File: src/rtl/wave_capture_ctrl_pkg.sv
// Shared definitions for the wave capture controller.
//   DEF_SAMPLE_W / DEF_ADDR_W / DEF_TRIG_TMO : default widths and trigger timeout
//   cap_state_e      : controller state encoding (2'd3 is illegal)
//   to_offset_binary : top byte of a two's-complement sample -> offset-binary byte
package wave_capture_ctrl_pkg;

   localparam int DEF_SAMPLE_W = 16;
   localparam int DEF_ADDR_W   = 8;
   localparam int DEF_TRIG_TMO = 4096;

   typedef enum logic [1:0] {
      ST_ARMED  = 2'd0,
      ST_ACTIVE = 2'd1,
      ST_WAIT   = 2'd2
   } cap_state_e;

   // Flipping the sign bit maps -128..127 onto 0..255, so silence sits at 8'h80.
   function automatic logic [7:0] to_offset_binary(input logic [7:0] top8);
      return {~top8[7], top8[6:0]};
   endfunction

endpackage

File: src/rtl/wave_capture_ctrl_if.sv
// Bus between the codec/display side and the capture controller.
//   new_sample_ready  : strobe, new_sample_in is valid in this cycle
//   new_sample_in     : signed audio sample
//   wave_display_idle : display is blanking, halves may be swapped
//   write_address/write_enable/write_sample : sample RAM write port
//   read_index        : half the display reads
//   capturing, fsm_state : status / debug
// Handshake: new_sample_ready is a valid-only strobe with no ready return path;
// the controller takes every strobe, including strobes on consecutive cycles.
// write_enable is a one-cycle valid for write_address/write_sample; the RAM
// port is assumed always ready.
// master drives the sample stream and idle flag; slave is the controller.
interface wave_capture_if #(
   parameter int SAMPLE_W = 16,
   parameter int ADDR_W   = 8
);
   logic                       new_sample_ready;
   logic signed [SAMPLE_W-1:0] new_sample_in;
   logic                       wave_display_idle;
   logic [ADDR_W:0]            write_address;
   logic                       write_enable;
   logic [7:0]                 write_sample;
   logic                       read_index;
   logic                       capturing;
   logic [1:0]                 fsm_state;

   modport master (
      output new_sample_ready, new_sample_in, wave_display_idle,
      input  write_address, write_enable, write_sample, read_index, capturing, fsm_state
   );

   modport slave (
      input  new_sample_ready, new_sample_in, wave_display_idle,
      output write_address, write_enable, write_sample, read_index, capturing, fsm_state
   );
endinterface

File: src/rtl/dffr.sv
// Register with synchronous active-high reset.
//   clk, reset : clock, synchronous reset to RST_VAL
//   d, q       : W-bit data in / out
module dffr #(
   parameter int           W       = 1,
   parameter logic [W-1:0] RST_VAL = '0
) (
   input  logic         clk,
   input  logic         reset,
   input  logic [W-1:0] d,
   output logic [W-1:0] q
);
   always_ff @(posedge clk) begin
      if (reset) q <= RST_VAL;
      else       q <= d;
   end
endmodule

File: src/rtl/dffre.sv
// Register with synchronous active-high reset and load enable.
//   clk, reset : clock, synchronous reset to RST_VAL (wins over en)
//   en         : load d when high, otherwise hold
//   d, q       : W-bit data in / out
module dffre #(
   parameter int           W       = 1,
   parameter logic [W-1:0] RST_VAL = '0
) (
   input  logic         clk,
   input  logic         reset,
   input  logic         en,
   input  logic [W-1:0] d,
   output logic [W-1:0] q
);
   always_ff @(posedge clk) begin
      if (reset)   q <= RST_VAL;
      else if (en) q <= d;
   end
endmodule

File: src/rtl/wave_capture_ctrl_zero_cross.sv
// Positive zero-crossing detector.
//   clk, reset   : clock, synchronous reset (previous sample reads as 0)
//   sample_valid : current sample is accepted; previous sample updates
//   sample       : current signed sample
//   trigger      : previous accepted sample < 0 and current sample >= 0
//                  (combinational from the current sample)
module zero_cross_detect #(
   parameter int SAMPLE_W = 16
) (
   input  logic                       clk,
   input  logic                       reset,
   input  logic                       sample_valid,
   input  logic signed [SAMPLE_W-1:0] sample,
   output logic                       trigger
);
   // The crossing test depends only on the sign of the previous sample, so
   // only its sign bit is held. A reset value of 0 (non-negative) means the
   // first sample after reset can never trigger.
   logic prev_neg;

   dffre #(.W(1)) u_prev (
      .clk   (clk),
      .reset (reset),
      .en    (sample_valid),
      .d     (sample[SAMPLE_W-1]),
      .q     (prev_neg)
   );

   assign trigger = prev_neg & ~sample[SAMPLE_W-1];
endmodule

File: src/rtl/wave_capture_ctrl.sv
// Double-buffered wave capture sequencer.
//   clk, reset : single clock, synchronous active-high reset
//   bus        : slave side of wave_capture_if (sample stream in, RAM write port,
//                read_index, capturing and fsm_state status out)
// Waits for a positive zero crossing (or a free-run timeout), writes one window
// of 2^ADDR_W samples into the half the display is not reading, then swaps
// halves only while the display is idle.
module wave_capture_ctrl
   import wave_capture_ctrl_pkg::*;
#(
   parameter int SAMPLE_W = DEF_SAMPLE_W,
   parameter int ADDR_W   = DEF_ADDR_W,
   parameter int TRIG_TMO = DEF_TRIG_TMO
) (
   input  logic         clk,
   input  logic         reset,
   wave_capture_if.slave bus
);
   localparam int                TMO_W    = $clog2(TRIG_TMO);
   localparam logic [ADDR_W-1:0] LAST_IDX = '1;
   localparam logic [TMO_W-1:0]  TMO_LAST = TMO_W'(TRIG_TMO - 1);

   logic [1:0]        state_q, state_d;
   logic [ADDR_W-1:0] index_q, wr_idx;
   logic [TMO_W-1:0]  tmo_q, tmo_d;
   logic              read_index_q;
   logic              accept, trigger, start;
   logic              wr_now, tmo_en, flip;

   assign accept = bus.new_sample_ready;

   zero_cross_detect #(.SAMPLE_W(SAMPLE_W)) u_zc (
      .clk          (clk),
      .reset        (reset),
      .sample_valid (accept),
      .sample       (bus.new_sample_in),
      .trigger      (trigger)
   );

   // A window starts on a crossing, or on the sample that finds the timeout
   // counter already at its last value.
   assign start = trigger | (tmo_q == TMO_LAST);

   // State register.
   dffr #(.W(2), .RST_VAL(2'd0)) u_state (
      .clk(clk), .reset(reset), .d(state_d), .q(state_q)
   );

   // Next state. The swap is only considered from WAIT, so an idle flag that
   // coincides with the final write cannot flip read_index on that edge.
   always_comb begin
      state_d = state_q;
      case (state_q)
         ST_ARMED:  if (accept && start) state_d = ST_ACTIVE;
         ST_ACTIVE: if (accept && index_q == LAST_IDX) state_d = ST_WAIT;
         ST_WAIT:   if (bus.wave_display_idle) state_d = ST_ARMED;
         default:   state_d = ST_ARMED;
      endcase
   end

   // Per-state datapath controls.
   always_comb begin
      wr_now = 1'b0;
      wr_idx = '0;
      tmo_en = 1'b0;
      tmo_d  = '0;
      flip   = 1'b0;
      case (state_q)
         ST_ARMED: begin
            tmo_en = accept;
            tmo_d  = start ? '0 : tmo_q + TMO_W'(1);
            wr_now = accept & start;
         end
         ST_ACTIVE: begin
            wr_now = accept;
            wr_idx = index_q;
         end
         ST_WAIT:   flip = bus.wave_display_idle;
         default:   ;
      endcase
   end

   // index_q holds the slot for the next write; the wrap after the last slot
   // is harmless because every window restarts from slot 0.
   dffre #(.W(ADDR_W)) u_index (
      .clk(clk), .reset(reset), .en(wr_now), .d(wr_idx + ADDR_W'(1)), .q(index_q)
   );

   dffre #(.W(TMO_W)) u_tmo (
      .clk(clk), .reset(reset), .en(tmo_en), .d(tmo_d), .q(tmo_q)
   );

   dffre #(.W(1)) u_read_index (
      .clk(clk), .reset(reset), .en(flip), .d(~read_index_q), .q(read_index_q)
   );

   // Registered RAM write port; the half bit is the inverse of read_index at
   // the accepting edge.
   dffr #(.W(1)) u_we (
      .clk(clk), .reset(reset), .d(wr_now), .q(bus.write_enable)
   );

   dffre #(.W(ADDR_W + 1)) u_addr (
      .clk(clk), .reset(reset), .en(wr_now),
      .d({~read_index_q, wr_idx}), .q(bus.write_address)
   );

   dffre #(.W(8)) u_data (
      .clk(clk), .reset(reset), .en(wr_now),
      .d(to_offset_binary(bus.new_sample_in[SAMPLE_W-1 -: 8])), .q(bus.write_sample)
   );

   assign bus.read_index = read_index_q;
   assign bus.capturing  = (state_q == ST_ACTIVE);
   assign bus.fsm_state  = state_q;
endmodule

File: src/flat_wrapper.sv
// flat-port wrapper written by rule: the top's interface ports become plain ports
module wave_capture_ctrl_flat import wave_capture_ctrl_pkg::*;
#(
   parameter int SAMPLE_W = DEF_SAMPLE_W,
   parameter int ADDR_W   = DEF_ADDR_W,
   parameter int TRIG_TMO = DEF_TRIG_TMO
)
  (clk, reset, bus_new_sample_ready, bus_new_sample_in, bus_wave_display_idle, bus_write_address, bus_write_enable, bus_write_sample, bus_read_index, bus_capturing, bus_fsm_state);
  wave_capture_if #(.SAMPLE_W(SAMPLE_W), .ADDR_W(ADDR_W)) bus_i ();
  input  logic clk;
  input  logic reset;
  input wire logic [$bits(bus_i.new_sample_ready)-1:0] bus_new_sample_ready;
  input wire logic [$bits(bus_i.new_sample_in)-1:0] bus_new_sample_in;
  input wire logic [$bits(bus_i.wave_display_idle)-1:0] bus_wave_display_idle;
  output wire logic [$bits(bus_i.write_address)-1:0] bus_write_address;
  output wire logic [$bits(bus_i.write_enable)-1:0] bus_write_enable;
  output wire logic [$bits(bus_i.write_sample)-1:0] bus_write_sample;
  output wire logic [$bits(bus_i.read_index)-1:0] bus_read_index;
  output wire logic [$bits(bus_i.capturing)-1:0] bus_capturing;
  output wire logic [$bits(bus_i.fsm_state)-1:0] bus_fsm_state;
  assign bus_i.new_sample_ready = bus_new_sample_ready;
  assign bus_i.new_sample_in = bus_new_sample_in;
  assign bus_i.wave_display_idle = bus_wave_display_idle;
  assign bus_write_address = bus_i.write_address;
  assign bus_write_enable = bus_i.write_enable;
  assign bus_write_sample = bus_i.write_sample;
  assign bus_read_index = bus_i.read_index;
  assign bus_capturing = bus_i.capturing;
  assign bus_fsm_state = bus_i.fsm_state;
  wave_capture_ctrl #(.SAMPLE_W(SAMPLE_W), .ADDR_W(ADDR_W), .TRIG_TMO(TRIG_TMO)) u_core (.clk(clk), .reset(reset), .bus(bus_i));
endmodule
File: config.mk
export PLATFORM = sky130hd
export DESIGN_NAME = wave_capture_ctrl_flat
export DESIGN_NICKNAME = d
export VERILOG_FILES = /design/src/rtl/wave_capture_ctrl_pkg.sv /design/src/rtl/wave_capture_ctrl_if.sv /design/src/rtl/dffr.sv /design/src/rtl/dffre.sv /design/src/rtl/wave_capture_ctrl_zero_cross.sv /design/src/rtl/wave_capture_ctrl.sv /design/src/flat_wrapper.sv
export SDC_FILE = /design/constraint.sdc
export NUM_CORES = 1
export LEC_CHECK = 0
export BUFFER_PORTS_ARGS = -buffer_cell sky130_fd_sc_hd__buf_4
export CAP_MARGIN = 40
export CORE_ASPECT_RATIO = 1.5
export CORE_MARGIN = 1
export CORE_UTILIZATION = 49
export DETAILED_ROUTE_END_ITERATION = 12
export GPL_ROUTABILITY_DRIVEN = 0
export PLACE_DENSITY = 0.75
export SLEW_MARGIN = 20
export SYNTH_ARGS = -nofsm -noshare
export SYNTH_HDL_FRONTEND = slang
export SYNTH_HIERARCHICAL = 1
export SYNTH_SLANG_ARGS = --single-unit
File: constraint.sdc
create_clock -name clk -period 1.9 [get_ports clk]
set_input_delay 0.19 -clock clk [delete_from_list [all_inputs] [get_ports clk]]
set_output_delay 0.19 -clock clk [all_outputs]
set_load 0.02 [all_outputs]
==> Word-level counts from Yosys, hierarchy flattened <==
Cells that the tools add are included.
{ "word_totals": {"reg_bits": 42, "inputBits": 20, "output_inout_bits": 22, "elab_cells": 36} }
{ "op_classes": {"addsub": 2, "eq_ne": 7, "muxes": 10, "n_bitwise": 5, "reduce_logical": 4} }
{ "ops": {"columns": ["op", "count"], "rows": [
  ["12-bit two-way mux", 2],
  ["12-bit by 1-bit adder with 12-bit output (second input constant)", 1],
  ["12-bit == test (second input constant)", 1],
  ["8-bit by 1-bit adder with 8-bit output (second input constant)", 1],
  ["8-bit == test (second input constant)", 1],
  ["8-bit two-way mux", 1],
  ["2-bit two-way mux", 3],
  ["2-bit one-hot mux with 3 select lines", 1],
  ["2-bit by 1-bit inequality test with 1-bit output (second input constant)", 2],
  ["3-bit AND reduction", 1],
  ["1-bit AND", 2],
  ["2-bit by 1-bit == test with 1-bit output (second input constant)", 1],
  ["2-bit == test (second input constant)", 1],
  ["1-bit logical AND", 2],
  ["2-bit zero test", 1],
  ["1-bit two-way mux", 2],
  ["2-bit inequality test (second input constant)", 1],
  ["1-bit inverter", 2],
  ["1-bit one-hot mux with 2 select lines", 1],
  ["1-bit OR", 1]
]} }

==> Logic depth before layout (Yosys ltp) <==
Gate-level depths: netlist (run 1).
{ "depth": {"ltp_word": 6, "mapped_depth": 11, "depth_no_buf": 11} }

==> By module <==
Netlist (run 1), hierarchy kept.
{ "modules_own_cells": {"columns": ["module", "n_inst", "cells_per_inst", "area_each_um2", "seq_area_each_um2"], "rows": [
  ["dffre (u_core.u_data ...)", 2, 26, 285.3, 160.2],
  ["wave_capture_ctrl", 1, 90, 570.5, 0.0],
  ["dffre (u_core.u_tmo)", 1, 38, 420.4, 240.2],
  ["dffre (u_core.u_addr)", 1, 29, 319.1, 180.2],
  ["dffre (u_core.u_read_index ...)", 2, 3, 33.8, 20.0],
  ["dffr (u_core.u_state)", 1, 4, 52.6, 40.0],
  ["dffr (u_core.u_we)", 1, 2, 33.8, 20.0],
  ["zero_cross_detect", 1, 1, 13.8, 0.0]
]} }

==> Worst setup path before layout (run 1) <==
OpenSTA, ideal clock, no wires.
{ "synth_timing": {"kind": "reg-to-reg", "from": "register u_core.u_state.q[0]", "to": "register u_core.u_index.q[6]", "setup_ps": 65, "arrival_time_ps": 1980, "t_required_ps": 1835, "path_slack_ps": -144, "stages_incl_launch_ff": 10, "path_buffers": 0, "synth_period_minus_slack_ps": 2044, "cell_sequence": "dfxtp_1 nand2_1 inv_1 and2_1 ha_1 nand2_1 or3_1 a21oi_1 mux2i_1 nor2_1"} }
{ "synth_via": {"elab_chain_len": 3, "word_cells_on_any_way": 5, "classes_between": "1 x add/sub; 1 x eq/ne; 2 x mux; 1 x reduce/logical"} }
{ "synth_rtl": {"columns": ["item", "line_no", "source"], "rows": [
  ["start: declaration", "dffr.sv:11", "output logic [W-1:0] q"],
  ["start signal: assignment", "dffr.sv:14", "if (reset) q <= RST_VAL;"],
  ["start signal: assignment", "dffr.sv:15", "else q <= d;"],
  ["2-bit by 1-bit == test with 1-bit output", null, null],
  ["named net bus_capturing", "flat_wrapper.sv:19", "output wire logic [$bits(bus_i.capturing)-1:0] bus_capturing;"],
  ["8-bit two-way mux", "wave_capture_ctrl.sv:68", "case (state_q)"],
  ["named net u_core.wr_idx[1]", "wave_capture_ctrl.sv:24", "logic [ADDR_W-1:0] index_q, wr_idx;"],
  ["8-bit by 1-bit adder with 8-bit output", "wave_capture_ctrl.sv:86", ".clk(clk), .reset(reset), .en(wr_now), .d(wr_idx + ADDR_W'(1)), .q(index_q)"],
  ["end signal: assignment", "dffre.sv:16", "if (reset) q <= RST_VAL;"],
  ["end signal: assignment", "dffre.sv:17", "else if (en) q <= d;"],
  ["end: declaration", "dffre.sv:13", "output logic [W-1:0] q"]
]} }
The timed path passes the listed nets, and every way through them passes these cells.
A chain may end at the register's enable or synchronous reset.

==> Worst setup path in the final report (run 1) <==
{ "layout_timing": {"from": "register u_core.u_tmo.q[0]", "to": "register u_core.u_index.q[1]"} }
{ "layout_via": {"elab_chain_len": 4} }
{ "layout_rtl": {"columns": ["item", "line_no", "source"], "rows": [
  ["start: declaration", "dffre.sv:13", null],
  ["start signal: assignment", "dffre.sv:16", null],
  ["start signal: assignment", "dffre.sv:17", null],
  ["12-bit == test", "wave_capture_ctrl.sv:42", "assign start = trigger | (tmo_q == TMO_LAST);"],
  ["1-bit OR", "wave_capture_ctrl.sv:42", null],
  ["1-bit AND", "wave_capture_ctrl.sv:72", "wr_now = accept & start;"],
  ["1-bit one-hot mux with 2 select lines", "wave_capture_ctrl.sv:68", null],
  ["named net u_core.wr_now", "wave_capture_ctrl.sv:28", "logic wr_now, tmo_en, flip;"]
]} }
The timed path passes the listed nets, and every way through them passes these cells.

==> results by group, run 1 <==
Worst setup path
  • Worst setup SP type: flop
  • CP arrival: 2.08 ns
  • Crit path capture type: flop
  • Worst EP required: between 2 and 2.5 ns
  • Slowest Stage Delay on Critical Path: 0.40 ns
  • CP max FO: 6
  • Critical Path Slowest Stage Cell: o41ai_4
  • CP Cell Sequence: ha_4 -> nand3_4 -> o41ai_4 -> o211a_4 -> buf_6 -> clkbuf_16 -> mux2i_1 -> nor2_1
  • WS Path Type: flop to flop

Timing
  • RSZ-0062 raised after global routing: yes
  • Slew Limit Fails: 0
  • Final setup margin: -0.00927 ns
  • Endpoints failing setup: 2
  • Clock Skew: 0.00768 ns
  • Worst Hold Margin: ~0.13 ns
  • Least-Margin Pin Slew: roughly 0.45 ns
  • Period minus WS final: roughly 1.9 ns
  • Fmax: approximately 520 MHz
  • Relative slew slack: 0.700
  • Final Hold Fails: 0
  • Final Cycle Share: 1.00

Global route
  • Global-route wire length before repair: 6550 um
  • Vias in the first global route: about 1500
  • Largest net degree at the start of global routing: 43
  • GRT Total Usage: 0.206
  • Initial antenna violation count: 0
  • Overflow after GRT: 0

Detailed routing
  • Routed length per instance: about 15 um
  • # DRC: 0
  • Vias: 1793
  • Initial DRC Count: between 50 and 60
  • Post-route ant nets: 0
  • Post-Route WL: just under 5000 um
  • Vias per cell: between 5 and 6
  • Drt first pass iters: 5

Logic synthesis
  • Seq cells post-synth: 42
  • Synth cell types: 36
  • Seq/Total Area, Yosys: 0.411
  • Cell Area, Synth: ~0.002 mm^2
  • Post-Synthesis Mean Instance Area: 9.23 um^2
  • Async set-or-reset flop fraction in the synthesized netlist: 0
  • Most used DFF post-synth: dfxtp_1
  • Synth Net Count: 244
  • EDFF count, synth: 0
  • Synth Instances: 222
  • Yosys warns: 6

Clock tree
  • CTS clk-pin slew, worst paths: 0.08 ns
  • Clock Path Buffers: 2
  • CTS tree: done
  • H-tree depth: 2
  • Post-CTS Hold Buffers: 0
  • Clock buffers created by TritonCTS: 5
  • Root buffer cell: clkbuf_8
  • CTS sink count: 42
  • Worst skew pair latency: around 0.29 ns

Cells and area
  • Most frequent cells in the layout: buf_4 (48), nor2_1 (45), mux2i_1 (37), dfxtp_1 (37), inv_1 (9)
  • Final Net Count: 296
  • Synth-to-layout area growth: 30.8%
  • Antenna Diode Count: 0
  • Non-Filler Cell Area, Final: ~0.0027 mm^2
  • FILL cells: 321
  • Most common cell after layout, fill and taps aside: buf_4
  • Layout cells sized above 1: 0.298

Placement
  • I/O Buffers: 33
  • Dpl hpwl: about 2900 um
  • Dpl cell area: between 0.002 and 0.0025 mm^2
  • Pre-CTS setup slack: 0.0153 ns

Power and ir drop
  • Flop pwr share: 0.548
  • Psw: just over 0.0004 W
  • Leakage Power: between 1 and 1.5 nW
  • Int Pwr: ~0.0012 W
  • Power share of the clock group: 0.346
  • Switching Share: 0.246
  • Pwr Density: slightly above 600 mW/mm^2
  • Comb pwr share: 0.106
  • VDD IR max: between 0.6 and 0.7 mV

Outcome
  • Failing checks: setup timing
  • Outcome: complete, but fails checks

Die
  • Die area: between 0.004 and 0.005 mm^2
  • Core area: about 0.004 mm^2
  • Initial core utilization: 0.517
  • # IOs: 42
  • Row cnt: 28
  • Die width: about 55 um
  • Die H: just over 80 um

Worst hold path
  • Worst hold path class: primary input to flop

Flow run
  • Max-cap viol count: 0
cell type report:
class	count	area, um^2	share of cell area
timing repair buffer	54	489	0.183
multi-input combinational	161	1160	0.434
clock buffer	6	72.6	0.0271
sequential	42	847	0.316
tap	45	56.3	0.0210
inverter	10	37.5	0.0140
clock inverter	2	13.8	0.00514
kinds of logic after synthesis:
logic type               share of synthesized area
multiplexers                                 0.191
adder cells (fa/ha/maj)                     0.0122
AO/OA/AOI/OAI                               0.0800
XOR/XNOR                                    0.0257
buffers and inverters                       0.0501
AND/OR/NAND/NOR                              0.231
flip-flops                                   0.411
through the flow:
step           setup TNS (ns)  total power, W  utilization  std cells
3_3_place_gp                0         0.00107        0.613        306
6_report              -0.0174         0.00165        0.677        320
4_1_cts                     0         0.00164        0.648        316
3_5_place_dp                0         0.00107        0.613        306
2_1_floorplan               0         0.00101            -        222
5_1_grt                -0.505         0.00171        0.677        320
power by group through the flow:
| stage | clock (W) | sequential, W | combinational, W |
|---|---|---|---|
| 4_1_cts | 0.000581 | 0.000901 | 0.000159 |
| 6_report | 0.000571 | 0.000904 | 0.000175 |
| 3_5_place_dp | 0 | 0.000921 | 0.000149 |
| 3_3_place_gp | 0 | 0.000921 | 0.000147 |
| 2_1_floorplan | 0 | 0.000931 | 0.0000825 |
| 5_1_grt | 0.000620 | 0.000906 | 0.000186 |
state kept, by name, indices dropped and copies added, names as in the netlist:
register,count
u_core/u_addr/q,9
u_core/u_data/q,8
u_core/u_index/q,8
u_core/u_read_index/q,1
u_core/u_state/q,2
u_core/u_tmo/q,12
u_core/u_we/q,1
u_core/u_zc/u_prev/q,1
synth_stat cells (3+ instances only):
cell	instances	area, um^2
nand3_1	6	30.0
o31ai_1	4	30.0
or3_1	5	31.3
inv_1	10	37.5
buf_1	3	11.3
nor3_1	3	15.0
mux2i_1	39	390
or4_1	3	22.5
a211oi_1	4	30.0
nor2_1	45	169
a21oi_1	5	25.0
buf_6	4	45.0
and2_1	6	37.5
dfxtp_1	42	841
o21ai_0	6	30.0
xor2_1	4	35.0
nand2_1	8	30.0
critical path: cells and delay by family, from the launching register on:
family | cells | cell delay [ns]
and+or+nand+nor | 2 | 0.16
DFF | 1 | 0.36
AOI/OAI and AO/OA | 2 | 0.63
muxes | 1 | 0.21
adders and majority gates | 1 | 0.16
buffers and inverters | 2 | 0.27
final timing paths:
kind	slack, ns	end	from	cells past startpoint
setup / recovery	-0.009	u_core/u_index/q[1]	u_core/u_tmo/q[0]	8
hold / removal	0.13	u_core/u_data/q[6]	bus_new_sample_in[14]	3
setup reg to reg	-0.009	u_core/u_index/q[1]	u_core/u_tmo/q[0]	8
hold reg to reg	0.50	u_core/u_zc/u_prev/q	u_core/u_zc/u_prev/q	2
per-layer routing:
metal  global-route usage  routed length [um]  vias to the layer above
li1                     -                   -                      877
met1                0.208                1950                      866
met2                0.375                2680                       42
met3               0.0487                 165                        8
met4               0.0949                  76                        0
met5                    0                   0                        -
what timing repair did:
item,4_1_cts,5_1_grt
gates cloned,1,2
buffers inserted,1,2
resized for setup,2,11
endpoints found under the setup margin,3,25
pin swaps,2,2
No activity file was read; power rests on OpenSTA's default activity.
==> run 2: changes to the inputs <==
- CORE_UTILIZATION: 49 -> 48
- SYNTH_HIERARCHICAL: 1 -> default
==> run 2 against run 1 <==
Against the previous run:
- the run now ends clean
- combinational power down 21%
- hold slack gained 0.0020 ns
- maximum frequency rose by 5.7%
- count of clock-buffer cells in the layout shrank 1
- via count fell by 7.0%
- sequential share of layout area up 4.1 points
- routed wire length is 16% lower
- global-route usage is 1.3 points higher
- largest power group unchanged
==> results by group, run 2 <==
Worst setup path
  • Slowest Stage Delay on Critical Path: 0.39 ns (about the same)
  • R2R cell count: 5 (-3)
  • Critical Path Slowest Stage Cell: dfxtp_1
  • Largest delay share family, worst path: compound AO/OA/AOI/OAI gates
  • Critical Path Stages: 5 (-3)
  • CP Cell Sequence: ha_1 -> nand4_1 -> o31a_4 -> a21boi_4 -> mux2_2
  • R2r setup slk: 0.09 ns (+0.10 ns)
  • Worst EP required: 2.09 ns (+0.02 ns)
  • CP max FO: 5 (-1)
  • Crit path capture type: flop
  • R2R Path Start: u_core.u_tmo.q[0]
  • WS Path Type: flop to flop
  • WP buf/inv: 0 (-2)
  • CP arrival: 2.00 ns (-0.08 ns)
  • Worst setup SP type: flop
  • End of the critical path: u_core.u_addr.q[8]
  • Worst R2R End: u_core.u_addr.q[8]
  • Crit. Startpoint: u_core.u_tmo.q[0]

Cells and area
  • Layout cells sized above 1: 0.246 (-0.0520)
  • Most common cell after layout, fill and taps aside: buf_4
  • Antenna Diode Count: 0 (unchanged)
  • Final Net Count: 281 (-5.1%)
  • Final Instance Count excl. Fillers: 303 (-5.3%)
  • Synth-to-layout area growth: 24.0%
  • Max reg flops: 12 (unchanged)
  • Most frequent cells in the layout: buf_4 (44), dfxtp_1 (41), nand2_1 (31)
  • Largest regs: u_core.u_tmo.q (12), u_core.u_addr.q (9)
  • Register bank with the most flops: u_core.u_tmo.q
  • Non-Filler Cell Area, Final: 0.00236 mm^2 (-12%)

Die
  • # IOs: 42 (unchanged)
  • Row cnt: 27 (-3.6%)
  • Die area: 0.00423 mm^2 (-4.9%)
  • Core area: 0.00372 mm^2 (-6.1%)
  • Initial core utilization: 0.512 (-0.00493)
  • Die width: 53.4 um (-2.5%)
  • Die H: 79.1 um (-2.5%)

Logic synthesis
  • Most used DFF post-synth: dfxtp_1
  • Post-synthesis mux area share: 0.0591 (-0.131)
  • XOR/XNOR Fraction of Synth Area: 0.0460 (+0.0203)
  • Synth Instances: 216 (-2.7%)
  • Cell Area, Synth: 0.00190 mm^2 (-7.0%)
  • Area share of the largest cell type after synthesis: 0.442 (+0.0310)
  • Synth Net Count: 238 (-2.5%)
  • Seq/Total Area, Yosys: 0.442 (+0.0310)
  • Largest cells by area after synthesis: dfxtp_1 (44%), nand2_1 (6.1%), mux2i_1 (4.7%), nor2_1 (4.5%), o32ai_1 (3.7%)
  • Synth Area in Adders: 0.0131 (+0.000923)
  • Largest family of logic cells by synthesized area: simple AND/OR/NAND/NOR gates
  • Seq cells post-synth: 42 (unchanged)
  • Post-Synthesis Mean Instance Area: 8.82 um^2 (-4.4%)
  • Synth top cells by count: dfxtp_1 (42), nand2_1 (31), nor2_1 (23), inv_1 (10)
  • Most common cell in the synthesized netlist: dfxtp_1
  • Async set-or-reset flop fraction in the synthesized netlist: 0 (unchanged)
  • Post-synthesis compound-gate area fraction: 0.137 (+0.0573)
  • Leading area contributor after synthesis: dfxtp_1
  • Synth cell types: 45 (+25%)
  • Post-synthesis simple-gate area fraction: 0.257 (+0.0260)
  • Yosys warns: 0 (-6)
  • EDFF count, synth: 0 (unchanged)

Timing
  • Period minus WS final: 1.81 ns (-0.102 ns)
  • Final Hold Fails: 0 (unchanged)
  • Final Cycle Share: 0.951 (-0.0539)
  • Fmax: 553 MHz (+5.7%)
  • Endpoints failing setup: 0 (-2)
  • Clock Skew: 0.00892 ns (+0.00124 ns)
  • Worst Hold Margin: 0.137 ns (+0.00202 ns)
  • Final setup margin: 0.0930 ns (+0.102 ns)
  • Slew Limit Fails: 0 (unchanged)
  • Relative slew slack: 0.720 (+0.0198)
  • Least-Margin Pin Slew: 0.416 ns (-0.0332 ns)
  • Post-route setup TNS: 0 ns (+0.0174 ns)
  • RSZ-0062 raised after global routing: yes

Power and ir drop
  • Int Pwr: 0.00121 W (-2.4%)
  • Flop pwr share: 0.556 (+0.008)
  • Pwr Density: 686 mW/mm^2 (+11%)
  • Psw: 0.000405 W (-0.16%)
  • VDD IR max: 0.704 mV (+11%)
  • Leakage Power: 0.940 nW (-14%)
  • Switching Share: 0.250 (+0.00428)
  • Power share of the clock group: 0.359 (+0.013)
  • Comb pwr share: 0.085 (-0.021)

Detailed routing
  • Post-route ant nets: 0 (unchanged)
  • Vias per cell: 5.50 (-1.8%)
  • Vias: 1668 (-7.0%)
  • Routed length per instance: 13.5 um (-11%)
  • Initial DRC Count: 25 (-55%)
  • Post-Route WL: 4100 um (-16%)
  • Drt first pass iters: 6 (+1)
  • # DRC: 0 (unchanged)

Clock tree
  • Root buffer cell: clkbuf_8
  • CTS tree: done
  • Worst skew pair latency: 0.30 ns (about the same)
  • CTS clk-pin slew, worst paths: 0.09 ns (about the same)
  • CTS sink count: 42 (unchanged)
  • Clock Path Buffers: 2 (unchanged)
  • Clock buffers created by TritonCTS: 5 (unchanged)
  • H-tree depth: 2 (unchanged)
  • Post-CTS repair timing setup buffer count: 0 (-1)
  • Post-CTS Hold Buffers: 0 (unchanged)

Placement
  • I/O Buffers: 33 (unchanged)
  • Inst Count DP: 295 (-3.6%)
  • Dpl cell area: 0.00226 mm^2 (-6.8%)
  • Dpl hpwl: 2920 um (-0.37%)
  • Pre-CTS setup slack: 0.0801 ns (+0.0648 ns)

Global route
  • Overflow after GRT: 0 (unchanged)
  • GRT Total Usage: 0.219 (+0.0133)
  • Initial antenna violation count: 0 (unchanged)
  • Vias in the first global route: 1568 (+5.4%)
  • Largest net degree at the start of global routing: 24 (-44%)
  • Global-route wire length before repair: 6870 um (+4.9%)

Flow run
  • Max-cap viol count: 0 (unchanged)

Outcome
  • Outcome: finished, final reports clean

Worst hold path
  • Worst hold path class: primary input to flop
[run 2: layout make-up]
cell class | instances | area, um^2
inverters | 10 | 37.5
repair buffers | 46 | 353
clock inverters | 3 | 21.3
fillers | 322 | 1360
clock buffers | 5 | 68.8
flip-flops and latches | 42 | 842
multi-input cells | 154 | 985
well taps | 43 | 53.8
[run 2: how the worst min path moves through the flow]
stage,endpoint,slack [ns],cells after the start,startpoint
after global placement,u_core.u_data.q[2],0.44,2,u_core.u_data.q[2]
after detailed placement,u_core.u_addr.q[5],0.45,2,u_core.u_addr.q[5]
final,u_core.u_data.q[3],0.14,3,bus_new_sample_in[11]
after floorplan,u_core.u_data.q[0],0.33,2,bus_new_sample_in[8]
after CTS,u_core.u_data.q[3],0.13,3,bus_new_sample_in[11]
after global routing,u_core.u_data.q[0],0.13,3,bus_new_sample_in[8]
[run 2: worst reg2reg max path, cell delays in order (launching register included)]
cell and delay (ns):
dfxtp_1 0.39, ha_1 0.22, nand4_1 0.15, o31a_4 0.34
a21boi_4 0.23, mux2_2 0.36
[run 2: cells by family after synthesis]
group                    count (synthesis)
multiplexers                            11
XOR/XNOR                                10
AND/OR/NAND/NOR                         97
AO/OA/AOI/OAI                           34
adder cells (fa/ha/maj)                  2
buffers and inverters                   20
flip-flops                              42
[run 2: power groups by stage]
stage | clock network (W) | logic, W | registers, W
after floorplan | 0 | 0.0000714 | 0.000929
after global placement | 0 | 0.000135 | 0.000921
after detailed placement | 0 | 0.000138 | 0.000922
after CTS | 0.000597 | 0.000138 | 0.000901
after global routing | 0.000634 | 0.000150 | 0.000903
final | 0.000581 | 0.000138 | 0.000900
[run 2: through the flow]
step / utilization / total power (W)
6_report: 0.635 / 0.00162
5_1_grt: 0.635 / 0.00169
4_1_cts: 0.633 / 0.00164
3_5_place_dp: 0.608 / 0.00106
3_3_place_gp: 0.608 / 0.00106
2_1_floorplan: - / 0.00100
[run 2: timing repair]
item | 4_1_cts | 5_1_grt
setup endpoints to repair | 0 | 11
endpoints found under the hold margin | 0 | 0
gates resized for setup | 0 | 3
[run 2: metal layers]
metal  wire (um)  GRT usage
met5           0          0
met3         139     0.0460
met1        1670      0.241
met2        2180      0.384
met4         110      0.100
==> run 3: changes to the inputs <==
- MAX_ROUTING_LAYER: default -> met4
==> run 3 against run 2 <==
Against the previous run:
- total power is 0.17% lower
- clock skew is essentially flat
- die area did not move
- final area unchanged
- largest cell class unchanged
- sequential share of layout area is the same
- cell count stayed put
- count of clock-buffer cells in the layout unchanged
- combinational power hardly changed
==> results by group, run 3 (synthesis gave the netlist of run 2 again) <==
Cells and area
  • Register bank with the most flops: u_core.u_tmo.q
  • Most frequent cells in the layout: buf_4 (44), dfxtp_1 (41), nand2_1 (31)
  • Max reg flops: 12 (unchanged)
  • Final Net Count: 281 (unchanged)
  • Layout cells sized above 1: 0.246 (unchanged)
  • Largest regs: u_core.u_tmo.q (12), u_core.u_addr.q (9)
  • Non-Filler Cell Area, Final: 0.00236 mm^2 (unchanged)
  • Synth-to-layout area growth: 24.0% (unchanged)
  • Antenna Diode Count: 0 (unchanged)
  • Most common cell after layout, fill and taps aside: buf_4

Detailed routing
  • Routed length per instance: 13.4 um (-0.68%)
  • Post-route ant nets: 0 (unchanged)
  • Post-Route WL: 4070 um (-0.68%)
  • Met2 WL: 2200 um (+0.78%)
  • Met3 WL: 113 um (-19%)
  • Vias per cell: 5.46 (-0.78%)
  • # DRC: 0 (unchanged)
  • Initial DRC Count: 25 (unchanged)
  • Vias: 1655 (-0.78%)
  • Top layer in use: met4
  • Drt first pass iters: 7 (+1)
  • Met1 WL: 1660 um (about the same)

Global route
  • GRT Total Usage: 0.225 (+0.00568)
  • Overflow after GRT: 0 (unchanged)
  • Initial antenna violation count: 0 (unchanged)
  • Global-route wire length before repair: 6870 um (-0.10%)
  • Largest net degree at the start of global routing: 24 (unchanged)
  • Vias in the first global route: 1567 (-0.064%)

Clock tree
  • Clock buffers created by TritonCTS: 5 (unchanged)
  • CTS sink count: 42 (unchanged)
  • Post-CTS Hold Buffers: 0 (unchanged)
  • Post-CTS repair timing setup buffer count: 0 (unchanged)
  • Post-cts gate resize count: 0 (unchanged)
  • Root buffer cell: clkbuf_8
  • H-tree depth: 2 (unchanged)
  • CTS clk-pin slew, worst paths: 0.09 ns (about the same)
  • Clock Path Buffers: 2 (unchanged)
  • CTS tree: done
  • Worst skew pair latency: 0.30 ns (about the same)

Power and ir drop
  • Leakage Power: 0.940 nW (unchanged)
  • Switching Share: 0.249 (-0.00126)
  • Int Pwr: 0.00121 W (about the same)
  • Power share of the clock group: 0.358 (about the same)
  • Psw: 0.000403 W (-0.67%)
  • Pwr Density: 685 mW/mm^2 (-0.17%)
  • VDD IR max: 0.703 mV (about the same)
  • Total power draw: 0.00162 W (-0.17%)
  • Flop pwr share: 0.557 (about the same)
  • Comb pwr share: 0.085 (about the same)

Timing
  • Relative slew slack: 0.720 (about the same)
  • Slew Limit Fails: 0 (unchanged)
  • RSZ-0062 raised after global routing: yes
  • Clock Skew: 0.00885 ns (-0.0000675 ns)
  • Final Cycle Share: 0.951 (about the same)
  • Final Hold Fails: 0 (unchanged)
  • Fmax: 553 MHz (about the same)
  • Endpoints failing setup: 0 (unchanged)
  • Period minus WS final: 1.81 ns (+0.000214 ns)
  • Least-Margin Pin Slew: 0.416 ns (-0.000144 ns)

Die
  • # IOs: 42 (unchanged)
  • Core area: 0.00372 mm^2 (unchanged)
  • Row cnt: 27 (unchanged)
  • Die width: 53.4 um (unchanged)
  • Die H: 79.1 um (unchanged)
  • Initial core utilization: 0.512 (unchanged)
  • Die area: 0.00423 mm^2 (unchanged)

Placement
  • I/O Buffers: 33 (unchanged)
  • Dpl hpwl: 2920 um (unchanged)
  • Dpl cell area: 0.00226 mm^2 (unchanged)

Worst setup path
  • Critical Path Slowest Stage Cell: dfxtp_1
  • CP arrival: 2.00 ns (about the same)
  • CP Cell Sequence: ha_1 -> nand4_1 -> o31a_4 -> a21boi_4 -> mux2_2
  • CP max FO: 5 (unchanged)
  • Worst EP required: 2.09 ns (about the same)
  • Worst setup SP type: flop
  • WS Path Type: flop to flop
  • Crit path capture type: flop
  • Slowest Stage Delay on Critical Path: 0.39 ns (about the same)

Outcome
  • Outcome: finished, final reports clean

Worst hold path
  • Worst hold path class: primary input to flop

Flow run
  • Max-cap viol count: 0 (unchanged)
[run 3: area by class of cell]
cell class | count | area (um^2)
fillers | 322 | 1360
multi-input cells | 154 | 985
flip-flops and latches | 42 | 842
repair buffers | 46 | 353
clock buffers | 5 | 68.8
well taps | 43 | 53.8
inverters | 10 | 37.5
clock inverters | 3 | 21.3
[run 3: path summary, 6_finish.rpt]
check	startpoint	endpoint	slack [ns]	cells past startpoint
max reg2reg	u_core.u_tmo.q[0]	u_core.u_addr.q[8]	0.09	5
max	u_core.u_tmo.q[0]	u_core.u_addr.q[8]	0.09	5
min	bus_new_sample_in[11]	u_core.u_data.q[3]	0.14	3
min reg2reg	u_core.u_data.q[2]	u_core.u_data.q[2]	0.46	2
[run 3: worst max-delay path: cells and delay by family, from the launching register on]
family                   cells  cell delay (ns)
AO/OA/AOI/OAI                2             0.57
multiplexers                 1             0.36
adder cells (fa/ha/maj)      1             0.22
AND/OR/NAND/NOR              1             0.15
flip-flops                   1             0.39
[run 3: power by group through the flow]
| stage | sequential, W | clock [W] | combinational, W |
|---|---|---|---|
| after floorplan | 0.000929 | 0 | 0.0000714 |
| after global placement | 0.000921 | 0 | 0.000135 |
| after detailed placement | 0.000922 | 0 | 0.000138 |
| after CTS | 0.000901 | 0.000597 | 0.000138 |
| after global routing | 0.000903 | 0.000633 | 0.000151 |
| final | 0.000900 | 0.000578 | 0.000138 |
[run 3: metal layers]
layer / vias up / GRT usage
li1: 842 / -
met5: - / -
met3: 10 / 0.0460
met1: 770 / 0.238
met2: 33 / 0.386
met4: 0 / 0.100
[run 3: per-stage QoR]
stage	instances	hold WS, ns	util	TNS [ns]	worst slack, ns
finish	303	0.137	0.635	0	0.0928
detailed placement	295	0.450	0.608	0	0.0801
global placement	295	0.444	0.608	0	0.106
floorplan	216	0.332	-	0	0.0268
CTS	303	0.134	0.633	0	0.0282
global route	303	0.133	0.635	-0.00237	-0.00237
